<file path="config.mk">
export PLATFORM = sky130hd
export DESIGN_NAME = pwm_output_stage
export DESIGN_NICKNAME = d
export VERILOG_FILES = /design/src/rtl/pwm_pkg.sv /design/src/rtl/pwm_prescaler.sv /design/src/rtl/pwm_output_stage.sv
export SDC_FILE = /design/constraint.sdc
export NUM_CORES = 1
export LEC_CHECK = 0
export CAP_MARGIN = 5
export CORE_UTILIZATION = 30
export DETAILED_ROUTE_END_ITERATION = 7
export SKIP_LAST_GASP = 1
export SYNTH_ARGS = -nofsm -noshare
export SYNTH_HDL_FRONTEND = slang
export SYNTH_HIERARCHICAL = 1
export SYNTH_SLANG_ARGS = --single-unit
</file>
<file path="constraint.sdc">
create_clock -name i_clk -period 2.7 [get_ports i_clk]
set_clock_uncertainty 0.2 [all_clocks]
set_input_delay 0.27 -clock i_clk [delete_from_list [all_inputs] [get_ports i_clk]]
set_output_delay 0.27 -clock i_clk [all_outputs]
set_load 0.02 [all_outputs]
</file>
<file path="src/rtl/pwm_pkg.sv">
// Shared definitions for the PWM output stage: default sample width and the
// run-state encoding.
package pwm_pkg;

  localparam int PWM_WIDTH = 9;

  typedef enum logic [1:0] {
    ST_IDLE  = 2'd0,
    ST_RUN   = 2'd1,
    ST_DRAIN = 2'd2
  } pwm_state_t;

endpackage

</file>
<file path="src/rtl/pwm_prescaler.sv">
// Free-running tick generator: one tick every PRESCALE clocks, held at zero
// while cleared so the first period after start is full length.
module pwm_prescaler #(
  parameter int PRESCALE = 1
) (
  input  logic i_clk,
  input  logic i_rst_n,
  input  logic i_clear,
  output logic o_tick
);

  localparam int CW = (PRESCALE > 1) ? $clog2(PRESCALE) : 1;
  localparam logic [CW-1:0] LAST = CW'(PRESCALE - 1);

  logic [CW-1:0] count;

  // NOTE: sequential state uses non-blocking assignments so every register
  // samples pre-edge values, independent of statement order.
  always_ff @(posedge i_clk or negedge i_rst_n) begin
    if (!i_rst_n) begin
      count <= '0;
    end else if (i_clear || count == LAST) begin
      count <= '0;
    end else begin
      count <= count + 1'b1;
    end
  end

  assign o_tick = !i_clear && (count == LAST);

endmodule

</file>
<file path="src/rtl/pwm_output_stage.sv">
// PWM output stage: double-buffered duty sample, period counter, registered
// pin drive, with graceful stop at the end of the current period.
module pwm_output_stage
  import pwm_pkg::*;
#(
  parameter int PRESCALE = 1,
  parameter int WIDTH    = PWM_WIDTH
) (
  input  logic             i_clk,
  input  logic             i_rst_n,
  input  logic             i_enable,
  input  logic [WIDTH-1:0] i_sample,
  input  logic             i_sample_valid,
  output logic             o_sample_ready,
  output logic             o_pwm,
  output logic             o_period_start,
  output logic             o_underrun
);

  localparam logic [WIDTH-1:0] CNT_MAX = '1;

  pwm_state_t       state;
  logic [WIDTH-1:0] counter;
  logic [WIDTH-1:0] active;
  logic [WIDTH-1:0] shadow;
  logic             shadow_full;
  logic             tick;
  logic             prescale_clear;
  logic             transfer;
  logic             boundary;

  assign prescale_clear = (state == ST_IDLE);

  pwm_prescaler #(.PRESCALE(PRESCALE)) u_prescaler (
    .i_clk   (i_clk),
    .i_rst_n (i_rst_n),
    .i_clear (prescale_clear),
    .o_tick  (tick)
  );

  // NOTE: a default before the case keeps every path assigned, so no latch.
  always_comb begin
    o_sample_ready = 1'b0;
    case (state)
      ST_IDLE: o_sample_ready = 1'b1;
      ST_RUN:  o_sample_ready = !shadow_full;
      default: o_sample_ready = 1'b0;
    endcase
  end

  assign transfer = i_sample_valid && o_sample_ready;
  assign boundary = tick && (counter == CNT_MAX);

  // NOTE: the sample registers are small and are reset along with the
  // control state, so a reset never exposes a stale duty value.
  always_ff @(posedge i_clk or negedge i_rst_n) begin
    if (!i_rst_n) begin
      state          <= ST_IDLE;
      counter        <= '0;
      active         <= '0;
      shadow         <= '0;
      shadow_full    <= 1'b0;
      o_pwm          <= 1'b0;
      o_period_start <= 1'b0;
      o_underrun     <= 1'b0;
    end else begin
      o_period_start <= 1'b0;
      o_underrun     <= 1'b0;
      o_pwm          <= (state != ST_IDLE) && (counter < active);

      case (state)
        ST_IDLE: begin
          counter     <= '0;
          shadow_full <= 1'b0;
          if (transfer && i_enable) begin
            active         <= i_sample;
            state          <= ST_RUN;
            o_period_start <= 1'b1;
          end
        end

        ST_RUN: begin
          if (tick) counter <= counter + 1'b1;
          if (boundary) begin
            o_period_start <= 1'b1;
            if (shadow_full) begin
              active      <= shadow;
              shadow_full <= 1'b0;
            end else if (transfer) begin
              active <= i_sample;
            end else begin
              o_underrun <= 1'b1;
            end
          end else if (transfer) begin
            shadow      <= i_sample;
            shadow_full <= 1'b1;
          end
          // Stop request wins over any shadow update made this cycle.
          if (!i_enable) begin
            state       <= ST_DRAIN;
            shadow_full <= 1'b0;
          end
        end

        ST_DRAIN: begin
          if (tick) counter <= counter + 1'b1;
          if (boundary) state <= ST_IDLE;
        end

        default: begin
          state       <= ST_IDLE;
          counter     <= '0;
          shadow_full <= 1'b0;
        end
      endcase
    end
  end

endmodule

</file>
### Word level (Yosys, flattened, before mapping)

Cells that the tools add are included.

| cells by class | value |
|---|---|
| reductions and logical operators | 16 |
| bitwise operators | 3 |
| muxes and demuxes | 24 |
| $add $sub $neg | 2 |
| eq/ne operators | 10 |
| order comparisons | 1 |
| shift operators | 0 |
| div/mod/pow operators | 0 |
| multiply operators | 0 |

Operator list:

| operator | number |
|---|---|
| $mux W9 | 6 |
| $pmux W9 S2 | 1 |
| $mux W1 | 10 |
| $add A9 B1 Y9 const B | 1 |
| $eq A9 B9 Y1 const B | 1 |
| $lt A9 B9 Y1 | 1 |
| $ne A2 B2 Y1 const B | 4 |
| $mux W2 | 3 |
| $pmux W1 S2 | 3 |
| $pmux W2 S3 | 1 |
| $reduce_and A3 Y1 | 2 |
| $logic_and A1 B1 Y1 | 5 |
| $ne A4 B4 Y1 const B | 1 |
| $reduce_and A4 Y1 | 1 |
| $reduce_bool A2 Y1 | 2 |
| $ne A3 B3 Y1 const B | 1 |
| $not A1 Y1 | 3 |
| $eq A2 B1 Y1 const B | 1 |
| $eq A2 B2 Y1 const B | 1 |
| $logic_not A1 Y1 | 2 |
| $logic_not A2 Y1 | 1 |
| $ne A2 B1 Y1 const B | 1 |
| $reduce_and A2 Y1 | 1 |
| $reduce_or A2 Y1 | 1 |
| 2 further kinds | 2 |

| word-level totals | value |
|---|---|
| input port bits | 13 |
| ROM bits | 0 |
| memories | 0 |
| bits in writable memories | 0 |
| logic and storage cells | 65 |
| output and inout port bits | 4 |
| bits in registers | 34 |
| bits in latches | 0 |

### Depth between registers and ports, before layout

| depth | value |
|---|---|
| depth after elaboration | 7 |
| gate-level depth with buffers | 9 |
| gate-level depth less buffers | 8 |

### Modules after synthesis

The synthesis kept the hierarchy.

By module, submodules not included:

| module | times used | cells an instance | area an instance (µm²) | sequential area each (µm²) |
|---|---|---|---|---|
| pwm_output_stage | 1 | 152 | 1775.5 | 825.8 |
| pwm_prescaler | 1 | 3 | 32.5 | 25.0 |

### Worst setup path before layout

OpenSTA, ideal clock, no wires.

| timing | value |
|---|---|
| kind | register -> register |
| start | register state[0] |
| end | register active[0] |
| setup time | 0.125 ns |
| arrival | 1.797 ns |
| stages on the path, launching flop included | 10 |
| setup slack | 0.578 ns |
| clock period less this slack | 2.122 ns |
| path buffers | 2 |
| data required time | 2.375 ns |
| cell sequence | dfrtp_1 inv_1 ha_1 nor2_1 buf_6 nand3_1 o21ai_1 a31oi_1 buf_6 mux2_4 |

| between the ends | value |
|---|---|
| cells in the longest elaborated chain, start to end | 6 |
| elaborated cells between the ends (all ways) | 14 |
| classes of those cells | eq/ne: 4; mux: 2; reduce/logical: 8 |

Ends and longest elaborated chain:

| what | line | text |
|---|---|---|
| start: declaration | pwm_output_stage.sv:22 | `pwm_state_t state;` |
| start signal: assignment | pwm_output_stage.sv:58 | `state <= ST_IDLE;` |
| start signal: assignment | pwm_output_stage.sv:77 | `state <= ST_RUN;` |
| start signal: assignment | pwm_output_stage.sv:100 | `state <= ST_DRAIN;` |
| $logic_not A2 Y1 | pwm_output_stage.sv:32 | `assign prescale_clear = (state == ST_IDLE);` |
| via prescale_clear | pwm_output_stage.sv:28 | `logic prescale_clear;` |
| $logic_not A1 Y1 | pwm_prescaler.sv:29 | `assign o_tick = !i_clear && (count == LAST);` |
| $logic_and A1 B1 Y1 | pwm_prescaler.sv:29 |  |
| via tick | pwm_output_stage.sv:27 | `logic tick;` |
| $logic_and A1 B1 Y1 | pwm_output_stage.sv:52 | `assign boundary = tick && (counter == CNT_MAX);` |
| $ne A2 B2 Y1 (no line) | - |  |
| $reduce_and A4 Y1 (no line) | - |  |
| end signal: assignment | pwm_output_stage.sv:76 | `active <= i_sample;` |
| end signal: assignment | pwm_output_stage.sv:87 | `active <= shadow;` |
| end signal: assignment | pwm_output_stage.sv:90 | `active <= i_sample;` |
| end: declaration | pwm_output_stage.sv:24 | `logic [WIDTH-1:0] active;` |

The timed path passes the listed nets, and every way through them passes these cells.
A chain may end at the register's enable or synchronous reset.

### Final worst setup path

| timing | value |
|---|---|
| start | register state[1] |
| end | output port o_sample_ready |

| between the ends | value |
|---|---|
| cells in the longest elaborated chain, start to end | 2 |
| elaborated cells between the ends (all ways) | 3 |
| classes of those cells | eq/ne: 1; mux: 1; reduce/logical: 1 |

Ends and longest elaborated chain:

| what | line | text |
|---|---|---|
| $eq A2 B1 Y1 or $logic_not A2 Y1 (tied branches) | pwm_output_stage.sv:44 | `case (state)` |
| $pmux W1 S2 (*) | pwm_output_stage.sv:44 |  |
| end: declaration | pwm_output_stage.sv:14 | `output logic o_sample_ready,` |

Mark *: on every way between the ends. The rest lies on a longest branch, timed or not.

==> flow_summary.yaml <==
run_status:
  status: "complete, no violations"
place:
  dpl_cell_area_um2: 2070
  globalplace.congestion: 0.758
  io_buffers: 16
  hpwl_um: 2140
floorplanning:
  core_um2: 5640
  start_util_pct: 32.0
  dieArea_um2: 6340
  die_w_um: 79.6
  die_y_um: 79.6
  ios: 17
  fp-row-count: 27
cells_and_area:
  seqCellArea_um2: 851
  n_antenna_cell: 0
  utilization_pct: 38.3
  fillers: 566
  multiInputGateArea_um2: 882
  nets: 207
  syn_to_final_growth_pct: 19.6
  final_layout_size_suffix_gt1_share_pct: 13.9
  fin_area_um2: 2160
pwr:
  pwr_density_cell_nw_per_um2: 881
  power_leakage_nw: 1.10
  finalPower_mw: 1.90
  irDropWorstVdd_mv: 0.330
clocking:
  cts_tree: "built"
  cts.repair.resized: 0
  numCtsBuffers: 5
  cts_max_path_buffers: 2
  ctsHtreeMaxLevel: 2
  clkSinkCount: 34
  cts.clk_slew.worst_paths_ns: 0.07
  clk_latency_ns: 0.29
  ctsHoldBuffers: 0
  post_cts_buffers: 0
  clock-root-buffer: "clkbuf_8"
global_route:
  grt_usage_pct: 11.4
  grt_pass1_wl_um: 5490
  antenna_found_initial: 0
  grt-ovfl-total: 0
  grt_max_degree: 35
  grt_pass1_vias: 1226
critical_path:
  cp.required_ns: 2.23
  crit_fanout: 7
  crit_path_start_kind: "flip-flop"
  end_kind: "output port"
  worstPathArrival_ns: 1.96
  worst-setup-path-type: "reg2out"
logic_synthesis:
  syn_area_per_cell_um2: 11.7
  ys_ff_latch: 34
  syn_area_um2: 1810
  synthCells: 155
  syn-num-nets: 183
  yosys_warnings: 6
  yosysUniqueCellTypes: 38
  ys_seq_area_share_pct: 47.1
timing:
  worst_pin_slew_ns: 0.605
  slew_violations: 0
  period_share_pct: 90.0
  finalHoldViolations: 0
  finalSetupTns_ns: 0
  slew_headroom_pct: 59.7
  setup_viol: 0
  grt_setup_unrepaired: "false"
  min_period_ns: 2.43
  fmax_mhz: 412
route:
  dr_wl_met2_um: 1320
  dr.max_layer_used: "met4"
  routed-wl-met3_um: 116
  viasPerCell: 4.63
  wire_per_inst_um: 11.6
  drc: 0
  wl_met1_um: 1460
  drt_iter0_markers: 31
  vias: 1167
  ant_nets: 0
  drt_pass1_iterations: 4
  drt-total-wl_um: 2940
worst_hold_path:
  worstHoldPathType: "in2async"
job:
  max_cap_viol_count: 0
[cell usage after synthesis]
library cell   n  area [um^2]
nor3_1         3         15.0
mux2_4         1         15.0
nor2_1         2         7.51
o21ai_1        1         5.00
and2_1         5         31.3
a211oi_1       1         7.51
nand3_1        3         15.0
dfrtp_1       34          851
nand2_1        9         33.8
a31oi_1        2         12.5
and3_1         1         6.26
a21oi_1        2         10.0
o22a_1         1         8.76
o21ai_0        6         30.0
nand2b_1       2         12.5
xnor2_1        2         17.5
nand2_4        1         11.3
nor2b_1        3         18.8
a211o_1        1         8.76
buf_4          1         7.51
a21boi_0       2         15.0
buf_6          2         22.5
mux2_2        10          113
o221ai_1       1         8.76
ha_1          15          188
or3_1          2         12.5
nand4_1        2         12.5
xor2_1         3         26.3
o2111ai_2      1         15.0
inv_2          1         3.75
a21o_1         1         7.51
mux2i_1       18          180
nor4_1         1         6.26
inv_1         11         41.3
conb_1         1         3.75
and3b_1        1         8.76
a222oi_1       1         10.0
and4_1         1         8.76
[sequential cells by signal, summed over array words and instances (netlist names)]
signal,flops
counter,9
u_prescaler/count,1
state,2
o_underrun,1
shadow,9
o_period_start,1
active,9
o_pwm,1
shadow_full,1
[power breakdown]
| part | internal [mW] | total (mW) | switching [mW] |
|---|---|---|---|
| clock network | 0.206 | 0.383 | 0.177 |
| logic | 0.379 | 0.759 | 0.380 |
| registers | 0.686 | 0.762 | 0.0761 |
[kinds of logic (layout without fill, tap and decap cells)]
logic type,Yosys count,count (layout),synth area share (%)
compound gates,20,20,7.68
xor+xnor,5,5,2.42
fa+ha+maj,15,15,10.4
buf+inv,15,40,4.15
flops,34,34,47.1
mux,29,29,17.0
other cells,1,1,0.207
simple gates,36,36,11.1
[cells in the final DEF (no fill, tap or decap), types with 2 or more instances in the layout]
cell type        Yosys  final
mux2_2              10     10
ha_1                15     15
buf_4                1      3
or3_1                2      2
o21ai_0              6      6
nand2_1              9      9
mux2i_1             18     18
dfrtp_1             34     34
xnor2_1              2      2
clkbuf_8             0      6
and2_1               5      5
nand3_1              3      3
a21oi_1              2      2
nor2b_1              3      3
a21boi_0             2      2
clkdlybuf4s50_1      0     16
nor3_1               3      3
nor2_1               2      2
xor2_1               3      3
a31oi_1              2      2
nand4_1              2      2
nand2b_1             2      2
inv_1               11     11
[per-stage QoR]
| step | hold WS [ns] | cells | setup slack, ns |
|---|---|---|---|
| final | 0.194 | 252 | 0.270 |
| after global routing | 0.234 | 252 | 0.148 |
| after CTS | 0.211 | 252 | 0.248 |
| after detailed placement | 0.289 | 244 | 0.400 |
| after global placement | 0.285 | 244 | 0.436 |
| after floorplan | -0.226 | 155 | 0.578 |
[critical path, cell delays in order (launching register included)]
cell and delay, ns:
dfrtp_1 0.39, inv_1 0.14, ha_1 0.36, a21o_1 0.18, clkdlybuf4s50_1 0.60
[cell type report]
type,count,share of cell area (%)
clock buffers,7,3.99
clock inverters,1,0.231
inverters,12,2.08
multi-input cells,106,40.8
flip-flops and latches,34,39.4
well taps,72,4.17
repair buffers,20,9.37
[path summary, 6_finish.rpt]
check	from	endpoint	slack, ns	depth (start not counted)
worst max-delay path	state[1]	o_sample_ready	0.27	4
worst min-delay path	i_rst_n	o_period_start	0.19	2
worst max register to register	counter[0]	active[0]	0.38	9
worst min register to register	shadow[2]	shadow[2]	0.30	1
max in group asynchronous	i_rst_n	active[1]	1.80	2
min in group i_clk	shadow[2]	shadow[2]	0.30	1
[layer usage]
| metal | vias to the layer above | GRT usage [%] |
|---|---|---|
| met5 | - | 0 |
| met4 | 0 | 4.91 |
| met1 | 552 | 14.1 |
| li1 | 593 | - |
| met2 | 17 | 18.3 |
| met3 | 5 | 3.43 |
Note: power is estimated with default switching activity, not from simulation.
